<file path="config.mk">
export PLATFORM = sky130hd
export DESIGN_NAME = sd_data_master_flat
export DESIGN_NICKNAME = d
export VERILOG_FILES = /design/src/rtl/sd_data_master_pkg.sv /design/src/rtl/sd_data_master_if.sv /design/src/rtl/sd_data_master_timeout_counter.sv /design/src/rtl/sd_data_master.sv /design/src/flat_wrapper.sv
export SDC_FILE = /design/constraint.sdc
export NUM_CORES = 1
export LEC_CHECK = 0
export ABC_AREA = 1
export ABC_CLOCK_PERIOD_IN_PS = 2000
export CAP_MARGIN = 5
export CORE_UTILIZATION = 45
export CTS_CLUSTER_DIAMETER = 120
export CTS_CLUSTER_SIZE = 10
export DETAILED_ROUTE_END_ITERATION = 8
export MAX_ROUTING_LAYER = met4
export PLACE_DENSITY = 0.8
export REMOVE_ABC_BUFFERS = 1
export SETUP_SLACK_MARGIN = 0.05
export SLEW_MARGIN = 20
export SYNTH_ARGS = -nofsm -noshare
export SYNTH_HDL_FRONTEND = slang
export SYNTH_SLANG_ARGS = --single-unit
</file>
<file path="constraint.sdc">
create_clock -name sd_clk -period 2 [get_ports sd_clk]
set_input_delay 0.4 -clock sd_clk [delete_from_list [all_inputs] [get_ports sd_clk]]
set_output_delay 0.4 -clock sd_clk [all_outputs]
set_load 0.02 [all_outputs]
</file>
<file path="src/rtl/sd_data_master_pkg.sv">
// Shared constants for the SD data master: state encodings, host start codes, int_status bit map.
package sd_data_master_pkg;

  typedef enum logic [5:0] {
    ST_IDLE      = 6'b000001,
    ST_PREFILL   = 6'b000010,
    ST_START     = 6'b000100,
    ST_WAIT_BUSY = 6'b001000,
    ST_XFER      = 6'b010000,
    ST_ABORT     = 6'b100000
  } state_e;

  localparam logic [1:0] START_NONE  = 2'b00;
  localparam logic [1:0] START_WRITE = 2'b01;
  localparam logic [1:0] START_READ  = 2'b10;
  localparam logic [1:0] START_ABORT = 2'b11;

  localparam int INT_W = 5;
  localparam logic [2:0] INT_DATA_CC    = 3'd0;
  localparam logic [2:0] INT_DATA_EI    = 3'd1;
  localparam logic [2:0] INT_DATA_CCRCE = 3'd2;
  localparam logic [2:0] INT_DATA_CFE   = 3'd3;
  localparam logic [2:0] INT_DATA_CTE   = 3'd4;

  // Last WAIT_BUSY cycle index before giving up on the host.
  localparam logic [1:0] BUSY_WAIT_LAST = 2'd3;

  // Every error cause also raises the summary error bit.
  function automatic logic [INT_W-1:0] err_bits(input logic [2:0] cause);
    logic [INT_W-1:0] b;
    b = '0;
    b[cause] = 1'b1;
    b[INT_DATA_EI] = 1'b1;
    return b;
  endfunction

endpackage

</file>
<file path="src/rtl/sd_data_master_if.sv">
// Register/host/FIFO-facing signal bundle of the SD data master.
interface sd_data_master_if #(
  parameter int TIMEOUT_W = 24
);
  logic                 start_tx_i;
  logic                 start_rx_i;
  logic [TIMEOUT_W-1:0] timeout_i;
  logic                 tx_fifo_empty_i;
  logic                 rx_fifo_full_i;
  logic                 xfr_busy_i;
  logic                 xfr_crc_ok_i;
  logic                 clear_irq_i;
  logic [1:0]           start_o;
  logic                 fifo_rst_o;
  logic                 busy_o;
  logic [4:0]           int_status_o;

  modport master (
    input  start_tx_i, start_rx_i, timeout_i, tx_fifo_empty_i, rx_fifo_full_i,
           xfr_busy_i, xfr_crc_ok_i, clear_irq_i,
    output start_o, fifo_rst_o, busy_o, int_status_o
  );

  modport slave (
    output start_tx_i, start_rx_i, timeout_i, tx_fifo_empty_i, rx_fifo_full_i,
           xfr_busy_i, xfr_crc_ok_i, clear_irq_i,
    input  start_o, fifo_rst_o, busy_o, int_status_o
  );
endinterface

</file>
<file path="src/rtl/sd_data_master_timeout_counter.sv">
// Saturating down-counter guarding a transfer; expired only when a non-zero reload is programmed.
module sd_timeout_counter #(
  parameter int TIMEOUT_W = 24
) (
  input  logic                 sd_clk,
  input  logic                 rst,
  input  logic                 load_i,
  input  logic                 en_i,
  input  logic [TIMEOUT_W-1:0] reload_i,
  output logic                 expired_o
);

  logic [TIMEOUT_W-1:0] count_q;

  always_ff @(posedge sd_clk or posedge rst) begin
    if (rst) begin
      count_q <= '0;
    end else if (load_i) begin
      count_q <= reload_i;
    end else if (en_i && (count_q != '0)) begin
      count_q <= count_q - TIMEOUT_W'(1);
    end
  end

  assign expired_o = (count_q == '0) && (reload_i != '0);

endmodule

</file>
<file path="src/rtl/sd_data_master.sv">
// SD data transfer sequencer: start pulses -> host start codes, supervision, sticky irq status.
// Optional TX prefill wait is built when SDC_TX_PREFILL_EN is defined.
module sd_data_master
  import sd_data_master_pkg::*;
#(
  parameter int TIMEOUT_W = 24
) (
  input logic             sd_clk,
  input logic             rst,
  sd_data_master_if.master bus
);

  state_e           state_q;
  logic             dir_wr_q;
  logic [1:0]       start_q;
  logic             fifo_rst_q;
  logic             busy_q;
  logic [1:0]       wait_cnt_q;
  logic [INT_W-1:0] irq_q;

  logic [INT_W-1:0] irq_set;
  logic             abort_req;
  logic             tmo_load;
  logic             tmo_en;
  logic             tmo_expired;

  assign tmo_load = ((state_q == ST_IDLE) && (bus.start_tx_i || bus.start_rx_i))
                  || (state_q == ST_START);
  assign tmo_en   = (state_q == ST_PREFILL) || (state_q == ST_WAIT_BUSY)
                  || (state_q == ST_XFER);

  sd_timeout_counter #(.TIMEOUT_W(TIMEOUT_W)) u_timeout (
    .sd_clk    (sd_clk),
    .rst       (rst),
    .load_i    (tmo_load),
    .en_i      (tmo_en),
    .reload_i  (bus.timeout_i),
    .expired_o (tmo_expired)
  );

  // Error causes are prioritised here so the FSM only needs abort_req.
  always_comb begin
    irq_set   = '0;
    abort_req = 1'b0;
    case (state_q)
`ifdef SDC_TX_PREFILL_EN
      ST_PREFILL: begin
        if (tmo_expired) begin
          irq_set   = err_bits(INT_DATA_CTE);
          abort_req = 1'b1;
        end
      end
`endif
      ST_WAIT_BUSY: begin
        if (!bus.xfr_busy_i && (wait_cnt_q == BUSY_WAIT_LAST)) begin
          irq_set[INT_DATA_EI] = 1'b1;
          abort_req            = 1'b1;
        end
      end
      ST_XFER: begin
        if (tmo_expired) begin
          irq_set   = err_bits(INT_DATA_CTE);
          abort_req = 1'b1;
        end else if (dir_wr_q && bus.tx_fifo_empty_i) begin
          irq_set   = err_bits(INT_DATA_CFE);
          abort_req = 1'b1;
        end else if (!dir_wr_q && bus.rx_fifo_full_i) begin
          irq_set   = err_bits(INT_DATA_CFE);
          abort_req = 1'b1;
        end else if (!bus.xfr_busy_i) begin
          if (bus.xfr_crc_ok_i) irq_set[INT_DATA_CC] = 1'b1;
          else                  irq_set = err_bits(INT_DATA_CCRCE);
        end
      end
      default: ;
    endcase
  end

  always_ff @(posedge sd_clk or posedge rst) begin
    if (rst) begin
      state_q    <= ST_IDLE;
      dir_wr_q   <= 1'b0;
      start_q    <= START_NONE;
      fifo_rst_q <= 1'b0;
      busy_q     <= 1'b0;
      wait_cnt_q <= '0;
    end else begin
      fifo_rst_q <= 1'b0;
      case (state_q)
        ST_IDLE: begin
          if (bus.start_tx_i) begin
            dir_wr_q <= 1'b1;
            busy_q   <= 1'b1;
`ifdef SDC_TX_PREFILL_EN
            state_q  <= ST_PREFILL;
`else
            state_q  <= ST_START;
            start_q  <= START_WRITE;
`endif
          end else if (bus.start_rx_i) begin
            dir_wr_q   <= 1'b0;
            busy_q     <= 1'b1;
            fifo_rst_q <= 1'b1;
            state_q    <= ST_START;
          end
        end
`ifdef SDC_TX_PREFILL_EN
        ST_PREFILL: begin
          if (abort_req) begin
            state_q <= ST_ABORT;
            start_q <= START_ABORT;
          end else if (!bus.tx_fifo_empty_i) begin
            state_q <= ST_START;
            start_q <= START_WRITE;
          end
        end
`endif
        // A write code is already on the wire here; a read code follows its flush pulse.
        ST_START: begin
          start_q    <= dir_wr_q ? START_NONE : START_READ;
          wait_cnt_q <= '0;
          state_q    <= ST_WAIT_BUSY;
        end
        ST_WAIT_BUSY: begin
          start_q <= START_NONE;
          if (bus.xfr_busy_i) begin
            state_q <= ST_XFER;
          end else if (abort_req) begin
            state_q <= ST_ABORT;
            start_q <= START_ABORT;
          end else begin
            wait_cnt_q <= wait_cnt_q + 2'd1;
          end
        end
        ST_XFER: begin
          if (abort_req) begin
            state_q <= ST_ABORT;
            start_q <= START_ABORT;
          end else if (!bus.xfr_busy_i) begin
            state_q <= ST_IDLE;
            busy_q  <= 1'b0;
          end
        end
        ST_ABORT: begin
          if (!bus.xfr_busy_i) begin
            state_q <= ST_IDLE;
            start_q <= START_NONE;
            busy_q  <= 1'b0;
          end
        end
        default: begin
          state_q <= ST_IDLE;
          start_q <= START_NONE;
          busy_q  <= 1'b0;
        end
      endcase
    end
  end

  // Sets land after the clear so a same-cycle event is never lost.
  always_ff @(posedge sd_clk or posedge rst) begin
    if (rst) begin
      irq_q <= '0;
    end else begin
      irq_q <= (bus.clear_irq_i ? '0 : irq_q) | irq_set;
    end
  end

  assign bus.start_o      = start_q;
  assign bus.fifo_rst_o   = fifo_rst_q;
  assign bus.busy_o       = busy_q;
  assign bus.int_status_o = irq_q;

endmodule

</file>
<file path="src/flat_wrapper.sv">
// flat-port wrapper written by rule: the top's interface ports become plain ports
module sd_data_master_flat import sd_data_master_pkg::*;
#(
  parameter int TIMEOUT_W = 24
)
  (sd_clk, rst, bus_start_tx_i, bus_start_rx_i, bus_timeout_i, bus_tx_fifo_empty_i, bus_rx_fifo_full_i, bus_xfr_busy_i, bus_xfr_crc_ok_i, bus_clear_irq_i, bus_start_o, bus_fifo_rst_o, bus_busy_o, bus_int_status_o);
  sd_data_master_if #(.TIMEOUT_W(TIMEOUT_W)) bus_i ();
  input logic sd_clk;
  input logic rst;
  input wire logic [$bits(bus_i.start_tx_i)-1:0] bus_start_tx_i;
  input wire logic [$bits(bus_i.start_rx_i)-1:0] bus_start_rx_i;
  input wire logic [$bits(bus_i.timeout_i)-1:0] bus_timeout_i;
  input wire logic [$bits(bus_i.tx_fifo_empty_i)-1:0] bus_tx_fifo_empty_i;
  input wire logic [$bits(bus_i.rx_fifo_full_i)-1:0] bus_rx_fifo_full_i;
  input wire logic [$bits(bus_i.xfr_busy_i)-1:0] bus_xfr_busy_i;
  input wire logic [$bits(bus_i.xfr_crc_ok_i)-1:0] bus_xfr_crc_ok_i;
  input wire logic [$bits(bus_i.clear_irq_i)-1:0] bus_clear_irq_i;
  output wire logic [$bits(bus_i.start_o)-1:0] bus_start_o;
  output wire logic [$bits(bus_i.fifo_rst_o)-1:0] bus_fifo_rst_o;
  output wire logic [$bits(bus_i.busy_o)-1:0] bus_busy_o;
  output wire logic [$bits(bus_i.int_status_o)-1:0] bus_int_status_o;
  assign bus_i.start_tx_i = bus_start_tx_i;
  assign bus_i.start_rx_i = bus_start_rx_i;
  assign bus_i.timeout_i = bus_timeout_i;
  assign bus_i.tx_fifo_empty_i = bus_tx_fifo_empty_i;
  assign bus_i.rx_fifo_full_i = bus_rx_fifo_full_i;
  assign bus_i.xfr_busy_i = bus_xfr_busy_i;
  assign bus_i.xfr_crc_ok_i = bus_xfr_crc_ok_i;
  assign bus_i.clear_irq_i = bus_clear_irq_i;
  assign bus_start_o = bus_i.start_o;
  assign bus_fifo_rst_o = bus_i.fifo_rst_o;
  assign bus_busy_o = bus_i.busy_o;
  assign bus_int_status_o = bus_i.int_status_o;
  sd_data_master #(.TIMEOUT_W(TIMEOUT_W)) u_core (.sd_clk(sd_clk), .rst(rst), .bus(bus_i));
endmodule
</file>
### After elaboration in Yosys (flattened, before gate mapping)

Cells that the tools add are included.

* add/subtract/negate cells: 2
* eq/ne operators: 15
* multiplexer cells: 44
* bitwise operators: 2
* reduce and logical (&&, ||, !) cells: 24

Operator list (count)
* 24-bit two-way mux: 2
* 24-bit nonzero test: 2
* 6-bit two-way mux: 6
* 6-bit case mux with 5 select lines: 1
* 24-bit zero test: 1
* 24-bit by 1-bit subtractor with 24-bit output (second input constant): 1
* 5-bit two-way mux: 4
* 2-bit two-way mux: 9
* 1-bit two-way mux: 15
* 2-bit inequality test (second input constant): 5
* 2-bit case mux with 5 select lines: 1
* 3-bit AND reduction: 3
* 6-bit by 1-bit == test with 1-bit output (second input constant): 1
* 6-bit by 2-bit == test with 1-bit output (second input constant): 1
* 6-bit by 3-bit == test with 1-bit output (second input constant): 1
* 6-bit by 4-bit == test with 1-bit output (second input constant): 1
* 6-bit by 5-bit == test with 1-bit output (second input constant): 1
* 6-bit == test (second input constant): 1
* 1-bit logical AND: 6
* 3-bit two-way mux: 2
* 2-bit nonzero test: 3
* 5-bit OR: 1
* 1-bit logical OR: 4
* 1-bit case mux with 2 select lines: 2
* 11 further kinds: 13

* bits in registers: 42
* input bits: 33
* output and inout port bits: 9

### Longest topological paths before layout

* word-level depth: 9
* mapped depth: 12

### Cells and area by module

From an unflattened synthesis, not the netlist that was laid out.

* cells, all modules: 425
* area, all modules: 3064.2 sq um

By module, submodules not included
* sd_timeout_counter: instances 1, cells an instance 285, area an instance 2010.7 sq um
* sd_data_master: instances 1, cells an instance 140, area an instance 1053.5 sq um

### Least setup slack after synthesis

No wires, ideal clock.

* path type: register to register
* start: reg u_core.u_timeout.count_q[0]
* end: reg u_core.u_timeout.count_q[20]
* arrival: 1.410 ns
* required time: 1.876 ns
* setup slack: 0.467 ns
* cell stages (with the launch flop): 11
* cells stage by stage: dfrtp_1 -> inv_1 -> ha_1 -> nand2_1 -> nor2_2 -> nand3_1 -> nand2_2 -> inv_4 -> buf_4 -> nand2_1 -> nand3_1

* cells in the longest elaborated chain, start to end: 3

RTL lines
* start, declared: RTL line sd_data_master_timeout_counter.sv:13 `logic [TIMEOUT_W-1:0] count_q;`
* start signal, assigned: RTL line sd_data_master_timeout_counter.sv:19 `count_q <= reload_i;`
* start signal, assigned: RTL line sd_data_master_timeout_counter.sv:21 `count_q <= count_q - TIMEOUT_W'(1);`
* 24-bit by 1-bit subtractor with 24-bit output / 24-bit nonzero test (equally long branches): RTL line sd_data_master_timeout_counter.sv:21, sd_data_master_timeout_counter.sv:20
* 24-bit two-way mux / 1-bit logical AND (equally long branches): RTL line sd_data_master_timeout_counter.sv:20 `end else if (en_i && (count_q != '0)) begin`
* 24-bit two-way mux / 2-bit nonzero test (equally long branches)

Several ways; a longest one is shown, not always the timed one. The select of a mux whose other input is x is not followed.
A chain may end at the register's enable or synchronous reset.

### Final worst setup path

* start: reg u_core.state_q[3]
* end: reg u_core.u_timeout.count_q[10]

* cells in the longest elaborated chain, start to end: 5

RTL lines
* start, declared: RTL line sd_data_master.sv:13 `state_e state_q;`
* start signal, assigned: RTL line sd_data_master.sv:81 `state_q <= ST_IDLE;`
* start signal, assigned: RTL line sd_data_master.sv:97 `state_q <= ST_START;`
* start signal, assigned: RTL line sd_data_master.sv:104 `state_q <= ST_START;`
* 6-bit by 2-bit == test with 1-bit output / 6-bit by 4-bit == test with 1-bit output (equally long branches): RTL line sd_data_master.sv:29 `assign tmo_en = (state_q == ST_PREFILL) || (state_q == ST_WAIT_BUSY)`
* 1-bit logical OR: RTL line sd_data_master.sv:29
* 1-bit logical OR: RTL line sd_data_master.sv:30 `|| (state_q == ST_XFER);`
* 1-bit logical AND: RTL line sd_data_master_timeout_counter.sv:20
* 2-bit nonzero test (no line)

Several ways; a longest one is shown, not always the timed one.

==> run metrics <==
Syn Area/Cell 6.89 um^2; chip height 80.0 um; Logic pwr share 43.1%; post-route minimum period 1770 ps; part of the power in registers 40.7%; DRT Wirelength 6320 um; Req. time, crit path 2180 ps; Slew Limit Fails 0; CTS max path bufs 2; routed wl met3 385 um; commonest non-fill, non-tap cell in the layout nand2_1; dpl hpwl 4790 um; skew final 8.96 ps; clock sink count 42; Initial Util 46.5%; Root Driver clkbuf_8; RSZ-0062 raised after global routing true; setup TNS 0 ps; DRT iter0 DRCs 159; top routing layer used met4; Hold WC Path Type input port to async pin; EDFF count, synth 0; vias in the first global route 2497; die width 80.0 um; Netlist cell types 36; Clock Power Share 16.1%; mapped cell area 2740 um^2; worst r2r dst u_core.u_timeout.count_q[10]$_DFFE_PP0P_; Syn Inst Count 397; clock latency on the worst-skew pair 300 ps; switching power 1.53 mW; Critical path origin u_core.state_q[3]$_DFFE_PP0P_; worst slack, placed 69.6 ps; drt via density 5.05; initial antenna violation count 0; worst setup path endpoint u_core.u_timeout.count_q[10]$_DFFE_PP0P_; Placer Congestion 0.931; PortBufs 41; H-tree levels 2; data arrival time of the worst path 1950 ps; vias 2667; cts repair resizes 0; clk slew on worst S/H paths 90 ps; Ant. Diodes 0; critical path class register to register; cell-internal power 2.01 mW; MaxCap Viol Count 0; share of layout cells above drive strength 1 8.39%; Ys Warns 0; status finished clean; largest net degree at the start of global routing 43; Seq/Total Area, Yosys 38.5%; Sw Share 43.1%; cell depth of the worst flop-to-flop path 9; worst r2r src u_core.state_q[3]$_DFFE_PP0P_; critical path launch point type register; Num CTS Buffers 5; Setup WS post-layout 231 ps; WL/cell 12.0 um; global route overflow 0; Reg2Reg Setup Slack 230 ps; Post-DRT Antenna Nets 0; TritonRoute pass-1 iters 4; max frequency 565 MHz; met2 WL post-DR 2900 um; peak supply drop 476 uV; GR Util All Layers 22.2%; first-pass GRT wire length 10900 um; Hold-fix buffers, CTS 0; WL met1 2980 um; asr flop ratio synth 100%; core area 5890 um^2; row cnt 28; Top Ports 42; nets 488; DRC viols 0; Synth Register Bits 42; Worst Setup End Kind register; ys flop type dfrtp_1; most frequent cells in the layout 125 x nand2_1, 71 x nor2_1, 48 x nand3_1; Area Overhead vs Synth 24.4%; CP max FO 17; Final Cycle Share 88.4%; die area 6400 um^2; Power Density 1040 nW/um^2; Pleak 1.58 nW; final setup fails 0; CTS tree built; Fin. Hold Viols 0
## worst max-delay path: stages (launching register included)
cell,delay [ps]
dfrtp_1,410
nor2_1,280
nand3_2,190
inv_2,110
o21ai_2,80
nand2_4,130
buf_4,240
nor2_1,50
o21ai_0,70
nand3_1,90
## synth_stat cells (3+ instances only)
cell      number  area, um^2
nand2_1      125         469
nor2_1        71         267
nand3_1       48         240
dfrtp_1       41        1030
inv_1         35         131
o21ai_0       13        65.1
xnor2_1        8        70.1
xor2_1         8        70.1
nand4_1        5        31.3
nor2_2         4        25.0
buf_6          3        33.8
ha_1           3        37.5
nor3_1         3        15.0
o211ai_1       3        22.5
## flip-flops by register name (all words and copies together) (netlist names)
signal                    cells
u_core.bus.busy_o             1
u_core.bus.int_status_o       5
u_core.state_q                6
u_core.dir_wr_q               1
u_core.wait_cnt_q             2
u_core.bus.fifo_rst_o         1
u_core.u_timeout.count_q     24
u_core.bus.start_o            2
## power by group through the flow
| stage | clock [mW] | sequential, mW | combinational, mW |
|---|---|---|---|
| final | 0.571 | 1.44 | 1.53 |
| after global routing | 0.615 | 1.49 | 1.74 |
| after CTS | 0.580 | 1.43 | 1.48 |
| after detailed placement | 0 | 1.45 | 1.48 |
| after global placement | 0 | 1.44 | 1.44 |
| after floorplan | 0 | 1.38 | 1.07 |
## worst min path at each step
stage                                                      end  slack (ps)
after CTS                 u_core.bus.int_status_o[2]$_DFF_PP0_         460
final                     u_core.bus.int_status_o[0]$_DFF_PP0_         450
after floorplan               u_core.wait_cnt_q[1]$_DFFE_PP0P_         460
after detailed placement     u_core.bus.start_o[1]$_DFFE_PP0P_         460
after global routing      u_core.bus.int_status_o[3]$_DFF_PP0_         480
after global placement       u_core.bus.start_o[0]$_DFFE_PP0P_         460
## repair_timing
action | 4_1_cts | 5_1_grt
endpoints found under the setup margin | 0 | 21
endpoints found under the hold margin | 0 | 0
buffers inserted | 0 | 1
## metal layers
| metal | track usage, % | up-vias |
|---|---|---|
| met1 | 29.8 | 1215 |
| met5 | - | - |
| li1 | - | 1370 |
| met4 | 5.18 | 0 |
| met2 | 35.0 | 76 |
| met3 | 4.00 | 6 |
## cell families after synthesis
group | count (synthesis) | synth area share [%]
other cells | 1 | 0.137
compound gates | 25 | 5.35
simple gates | 266 | 42.2
xor+xnor | 16 | 5.12
buf+inv | 44 | 7.36
fa+ha+maj | 3 | 1.37
flops | 42 | 38.5
## area by class of cell
| type | count | area (um^2) |
|---|---|---|
| multi-input cells | 312 | 1490 |
| flip-flops and latches | 42 | 1050 |
| fillers | 553 | 2480 |
| well taps | 75 | 93.8 |
| repair buffers | 53 | 526 |
| clock inverters | 3 | 25.0 |
| clock buffers | 5 | 68.8 |
| inverters | 38 | 145 |
## per-stage QoR
stage          hold WS (ps)  instances  area [um^2]  total power, mW  util (%)
2_1_floorplan           457        391         2680             2.45         -
6_report                452        528         3400             3.54      57.8
3_3_place_gp            460        518         3280             2.88      55.7
3_5_place_dp            464        518         3280             2.92      55.7
5_1_grt                 477        528         3400             3.84      57.8
4_1_cts                 464        526         3370             3.50      57.3
(Power assumes the default switching activity.)
